==> src/rtl/cic_pkg.sv <==
// cic_pkg: shared constants for the 3-stage, R=32, M=2 CIC interpolator.
//   R, N, M   rate change, number of comb/integrator stages, differential delay
//   *_DEF     default widths for input, internal datapath and output
//   CNT_W     width of the low-rate phase counter (log2 R)
package cic_pkg;

  localparam int R = 32;
  localparam int N = 3;
  localparam int M = 2;

  localparam int W_IN_DEF  = 8;
  localparam int W_INT_DEF = 21;   // W_IN + log2((R*M)^N / R) = 8 + 13
  localparam int W_OUT_DEF = 10;

  localparam int CNT_W = 5;

endpackage

==> src/rtl/cic_comb_m2.sv <==
// cic_comb_m2: one low-rate comb stage, y[k] = x[k] - x[k-DM], registered.
//   clk      system clock
//   reset_n  synchronous active-low reset, clears output and delay line
//   ld       low-rate clock enable; the stage only moves when ld is high
//   din      comb input (W bits, signed)
//   dout     registered comb output (W bits, signed)
// The output register adds one low-rate sample of latency per stage.
// Differences wrap modulo 2^W on purpose: the integrators downstream undo
// any wrap as long as the final result fits.
module cic_comb_m2 #(
  parameter int W  = 21,
  parameter int DM = 2
) (
  input  logic                clk,
  input  logic                reset_n,
  input  logic                ld,
  input  logic signed [W-1:0] din,
  output logic signed [W-1:0] dout
);

  logic signed [W-1:0] dly [DM];

  always_ff @(posedge clk) begin
    if (!reset_n) begin
      dout <= '0;
      for (int k = 0; k < DM; k++) dly[k] <= '0;
    end else if (ld) begin
      dout   <= din - dly[DM-1];
      dly[0] <= din;
      for (int k = 1; k < DM; k++) dly[k] <= dly[k-1];
    end
  end

endmodule

==> src/rtl/cic3i32.sv <==
// cic3i32: three-stage CIC interpolator, rate change 32, differential delay 2.
//   clk      system clock, all logic on its rising edge
//   reset_n  synchronous active-low reset; clears counter, combs, integrators
//   x_in     low-rate input sample (W_IN, signed); sampled on the clk edge
//            where clk2 is asserted
//   clk2     one-clk low-rate strobe to the upstream source, every 32 clocks
//   y_out    high-rate output (W_OUT, signed), top bits of the last integrator
// Datapath: input register -> 3 combs at the low rate -> zero-stuff by 32 ->
// 3 integrators at the full clock rate. DC gain into i2 is 8192, so y_out
// settles to 4*x for a constant input.
module cic3i32
  import cic_pkg::*;
#(
  parameter int W_IN  = W_IN_DEF,
  parameter int W_INT = W_INT_DEF,
  parameter int W_OUT = W_OUT_DEF
) (
  input  logic                    clk,
  input  logic                    reset_n,
  input  logic signed [W_IN-1:0]  x_in,
  output logic                    clk2,
  output logic signed [W_OUT-1:0] y_out
);

  localparam logic [CNT_W-1:0] LAST = CNT_W'(R - 1);

  logic [CNT_W-1:0]        count;
  logic                    ld;
  logic signed [W_IN-1:0]  x;
  logic signed [W_INT-1:0] comb_v [N+1];
  logic signed [W_INT-1:0] u;
  logic signed [W_INT-1:0] i0, i1, i2;

  function automatic logic signed [W_INT-1:0] sxt(input logic signed [W_IN-1:0] v);
    return {{(W_INT - W_IN){v[W_IN-1]}}, v};
  endfunction

  assign ld = (count == LAST);

  // Low-rate phase: counter, strobe and input register
  always_ff @(posedge clk) begin
    if (!reset_n) begin
      count <= '0;
      clk2  <= 1'b0;
      x     <= '0;
    end else begin
      count <= count + CNT_W'(1);
      clk2  <= ld;
      if (ld) x <= x_in;
    end
  end

  // Comb section: the first comb sees the previously registered sample, so
  // every stage (including the input register) contributes one low-rate
  // sample of pipeline delay.
  assign comb_v[0] = sxt(x);

  for (genvar g = 0; g < N; g++) begin : g_comb
    cic_comb_m2 #(
      .W  (W_INT),
      .DM (M)
    ) u_comb (
      .clk     (clk),
      .reset_n (reset_n),
      .ld      (ld),
      .din     (comb_v[g]),
      .dout    (comb_v[g+1])
    );
  end

  // Zero-stuff: the last comb updates on the ld edge, so count==0 is the
  // single cycle in which its fresh value is injected into the integrators.
  always_comb begin
    u = '0;
    if (count == '0) u = comb_v[N];
  end

  // Integrator section at the full rate; modulo-2^W_INT wrap is intended
  always_ff @(posedge clk) begin
    if (!reset_n) begin
      i0 <= '0;
      i1 <= '0;
      i2 <= '0;
    end else begin
      i0 <= i0 + u;
      i1 <= i1 + i0;
      i2 <= i2 + i1;
    end
  end

  // Output: truncation to the top bits, no rounding
  assign y_out = i2[W_INT-1 -: W_OUT];

endmodule
==> config.mk <==
export PLATFORM = sky130hd
export DESIGN_NAME = cic3i32
export DESIGN_NICKNAME = d
export VERILOG_FILES = /design/src/rtl/cic_pkg.sv /design/src/rtl/cic_comb_m2.sv /design/src/rtl/cic3i32.sv
export SDC_FILE = /design/constraint.sdc
export NUM_CORES = 1
export LEC_CHECK = 0
export CAP_MARGIN = 15
export CORE_UTILIZATION = 63
export CTS_BUF_LIST = sky130_fd_sc_hd__clkbuf_4 sky130_fd_sc_hd__clkbuf_8
export DETAILED_ROUTE_END_ITERATION = 10
export PLACE_DENSITY = 0.91
export REMOVE_ABC_BUFFERS = 1
export SLEW_MARGIN = 20
export SYNTH_ARGS = -nofsm -noshare
export SYNTH_HDL_FRONTEND = slang
export SYNTH_HIERARCHICAL = 1
export SYNTH_SLANG_ARGS = --single-unit
==> constraint.sdc <==
create_clock -name clk -period 3.7 [get_ports clk]
set_clock_uncertainty 0.1 [all_clocks]
set_input_delay 0.37 -clock clk [delete_from_list [all_inputs] [get_ports clk]]
set_output_delay 0.37 -clock clk [all_outputs]
set_load 0.005 [all_outputs]
== Yosys cells after proc, flatten, opt, wreduce, memory -nomap -nowiden ==
Memories as Yosys holds them, arrays and structs flattened.
Index checks and enable logic that the tools add are counted.
Storage, ports and cells
  register bits after elaboration: 140
  RAM bits: 126
  bits of input ports: 10
  output and inout bits: 11
  memories kept: 3
Memory list
  g_comb[0].u_comb.dly: words 2, bits a word 21, read ports 2, clocked after memory_dff 0, write ports 2, line cic_comb_m2.sv:21  | logic signed [W-1:0] dly [DM];
  g_comb[1].u_comb.dly: words 2, bits a word 21, read ports 2, clocked after memory_dff 0, write ports 2, line cic_comb_m2.sv:21
  g_comb[2].u_comb.dly: words 2, bits a word 21, read ports 2, clocked after memory_dff 0, write ports 2, line cic_comb_m2.sv:21
Cells by class
  add/sub/neg operators: 7
  equal/unequal tests: 1
  muxes and demuxes: 11
  bitwise operators: 6
  reduce and logical (&&, ||, !) cells: 1
Operator list (number)
  21-bit 2-to-1 mux: 7
  21-bit adder: 3
  21-bit subtractor: 2
  8-bit by 21-bit subtractor with 21-bit output: 1
  1-bit OR: 6
  5-bit by 1-bit adder with 5-bit output (second input constant): 1
  5-bit equality test (second input constant): 1
  5-bit logical NOT: 1
  1-bit 2-to-1 mux: 4

== Depth between registers and ports, before layout ==
  word-level depth: 5
  depth in mapped cells: 13
  depth with buffers taken out: 12

== Modules after synthesis ==
The synthesis kept the hierarchy.
By module, submodules not included
  cic_comb_m2: times used 3, cells each 342, area an instance 3484.6 um2, seq. area each 1681.6 um2
  cic3i32: times used 1, cells each 652, area an instance 5418.9 um2, seq. area each 1541.5 um2

== Worst setup path before layout ==
No wires, ideal clock.
  path kind: reg2reg
  from: register count[0]
  to: register i0[20]
  library setup time: 0.123 ns
  arrival: 3.011 ns
  setup slack: 0.466 ns
  stages on the path, launching flop included: 14
  path buffers: 1
  path through: dfxtp_1 > inv_1 > ha_1 > nor4b_1 > clkbuf_1 > and2_1 > ha_1 > fa_1 > a21o_1 > a221o_1 > a21oi_2 > o21ai_2 > a311oi_2 > mux2_1
Between the ends
  word-level cells in the longest chain between the ends: 3
RTL lines
  start: declaration: line cic3i32.sv:27  | logic [CNT_W-1:0] count;
  start signal: assignment: line cic3i32.sv:47  | count <= count + CNT_W'(1);
  5-bit logical NOT: line cic3i32.sv:75  | if (count == '0) u = comb_v[N];
  21-bit 2-to-1 mux: line cic3i32.sv:75
  21-bit adder: line cic3i32.sv:85  | i0 <= i0 + u;
  end signal: assignment: line cic3i32.sv:85
  end: declaration: line cic3i32.sv:32  | logic signed [W_INT-1:0] i0, i1, i2;
Every way passes these cells.
A chain may end at the register's enable or synchronous reset.

== Final worst setup path ==
Ends and elaborated chain as after synthesis.

==> summary.md <==
| Metric | Value |
|---|---|
| Ports | 21 |
| CTS root buf | clkbuf_8 |
| Grt total ovfl | 0 |
| Yosys warnings | 6 |
| Max Cap Viol | 0 |
| Top-count cell post-synth | and3_1 |
| Number of global-route vias before repair | 12.5k |
| Iter 0 DRT Violations | 683 |
| Slew Viols, Final | 0 |
| FMAX | 0.295 GHz |
| Total number of vias | 12.6k |
| Leak pwr | 7.85 nW |
| Die Height | 161 µm |
| Layout cells sized above 1 | 8.56% |
| Post-Syn Instances | 1678 |
| Post-synth EDFFs | 126 |
| Initial antenna violation count | 0 |
| Routed Wire Length | 34300 µm |
| Top FF cell, synth | dfxtp_1 |
| Row cnt | 57 |
| GP Congestion | 0.946 |
| Synthesized area | 0.0159 mm² |
| Vias per cell | 6.16 |
| Antenna cells | 0 |
| Hold WC Path Type | in -> reg |
| Power, Total | 6.46 mW |
| Starting Density | 64.7% |
| Asr flop ratio synth | 0% |
| H-tree depth | 2 |
| CTS tree | built |
| Pin count of the biggest net entering global routing | 90 |
| Worst Setup Start Kind | flip-flop |
| # Post-CTS Setup Buffers | 0 |
| Clock sinks | 266 |
| Worst-skew pair later-pin latency | 590 ps |
| Worst setup EP type | flip-flop |
| Area grow syn2layout | 8.65% |
| Sequential fraction of the synthesis area | 41.5% |
| RSZ-0062 raised after global routing | no |
| Wire per inst | 16.8 µm |
| Setup Crit Path Kind | reg -> reg |
| Seq cells post-synth | 266 |
| Final HPWL DP | 24200 µm |
| Number of port buffers | 20 |
| Pwr dens | 375 mW/mm² |
| Mean Syn Cell Area | 9.46 µm² |
| Die area | 0.0258 mm² |
| Core region area | 0.0245 mm² |
| DR DRC count | 0 |
| Hold Buf Count CTS | 0 |
| Share of the synthesized area in the top cell type | 23.8% |
| Netlist cell types | 75 |
| Status | complete, no violations |
| Crit path arrival time | 3740 ps |
| Setup violations, final | 0 |
| ANT nets after route | 0 |
| First-pass GRT wire length | 57200 µm |
| Final hold violations | 0 |
| Final Cycle Share | 91.5% |
| Area leader, netlist | edfxtp_1 |
| Slew @ Worst Pin | 630 ps |
| Resize count post-CTS | 0 |
| Maximum fanout along the worst path | 20 |
| Worst EP required | 4060 ps |
| Synth top cells by count | and3_1 (147), dfxtp_1 (140), edfxtp_1 (126) |
| Tmin final | 3390 ps |
| CTS Buf Count | 45 |
| Worst hold stages | 3 |
| Nets | 1821 |
| Main area contributors after synthesis | edfxtp_1 (24%), dfxtp_1 (18%), ha_1 (9.7%) |
| Total GRT Usage | 26.6% |
| CTS clock-pin slew for the worst setup and hold paths | 60 ps |
| Drt pass-1 iters | 5 |
| CTS Buffer Depth | 3 |
| Rel. slew slack | 58.0% |
| TNS Setup | 0 ps |
| Chip width | 161 µm |
| R2r worst-path depth | 12 |
| Peak supply drop | 0.000488 V |
[final timing paths]
path                                                from                                      to  slack [ps]
setup / recovery                     count[0]$_SDFF_PN0_                       i0[20]$_SDFF_PN0_         310
hold / removal                                   reset_n  g_comb[0].u_comb/dout[11]$_SDFFE_PN0P_         240
hold reg to reg   g_comb[2].u_comb/dout[10]$_SDFFE_PN0P_  g_comb[2].u_comb/dout[10]$_SDFFE_PN0P_         350
setup reg to reg                     count[0]$_SDFF_PN0_                       i0[20]$_SDFF_PN0_         310
[cells by family (layout without fill, tap and decap cells)]
group,Yosys count,in the layout,share of synthesized area (%)
simple gates,620,620,20.5
compound gates,361,361,15.8
flops,266,266,41.5
buf+inv,185,224,4.92
fa+ha+maj,129,129,10.5
xor+xnor,68,68,3.75
mux,49,49,3.13
[cells in the final DEF, fill, tap and decap left out, types with 23 or more instances in the layout]
master and count:
a21o_1 31, a21oi_1 89, a31oi_1 27, and2_1 30
and3_1 147, clkbuf_8 50, dfxtp_1 140, edfxtp_1 126
ha_1 122, inv_1 99, mux2i_1 44, nand2_1 112
nand2b_1 23, nand3_1 56, nand4_1 36, nor2_1 125
nor2b_1 24, nor3_1 23, o21ai_0 63, xnor2_1 39
xor2_1 29
[power by group]
group / internal (mW) / total, mW / leakage [nW] / switching, mW
Clock: 1.59 / 2.84 / 0.517 / 1.25
Sequential: 3.15 / 3.18 / 2.43 / 0.0327
Combinational: 0.170 / 0.442 / 4.91 / 0.272
Total: 4.91 / 6.46 / 7.85 / 1.55
[through the flow]
step           cells  setup WS [ps]  hold slack (ps)  instance area [µm²]  util (%)
5_1_grt         2041           94.4              223                17200      70.3
3_5_place_dp    1959            321              339                16300      66.3
4_1_cts         2041            300              207                17200      70.3
2_1_floorplan   1593          -2160              317                15500         -
3_3_place_gp    1959            378              332                16300      66.3
6_report        2041            313              239                17200      70.3
[state kept, by name, summed over array words and instances, names as in the netlist]
signal,count
clk2,1
count,5
g_comb.u_comb/dly,126
g_comb.u_comb/dout,63
i0,21
i1,21
i2,21
x,8
[critical path, stage by stage (launching register included)]
cell and delay (ps):
dfxtp_1 380, inv_1 60, ha_1 190, nor4b_2 160
buf_4 190, and2_1 200, fa_1 430, a21o_1 210
a221o_1 360, a21oi_2 240, o21ai_2 120, a311oi_2 290
mux2_1 340
[layout make-up]
type | count | area [µm²]
Multi-Input combinational cell | 1227 | 8520
Fill cell | 1791 | 7290
Sequential cell | 266 | 6590
Clock buffer | 61 | 771
Tap cell | 324 | 405
Timing Repair Buffer | 42 | 375
Inverter | 100 | 375
Clock inverter | 21 | 209
[routing by layer]
layer	up-vias	part of all wire, %	GRT usage (%)
met4	0	4.8	14.1
li1	6131	-	-
met1	5908	40	29.3
met3	133	4.6	3.54
met5	-	0	0
met2	410	51	49.4
No activity file was read; power rests on OpenSTA's default activity.
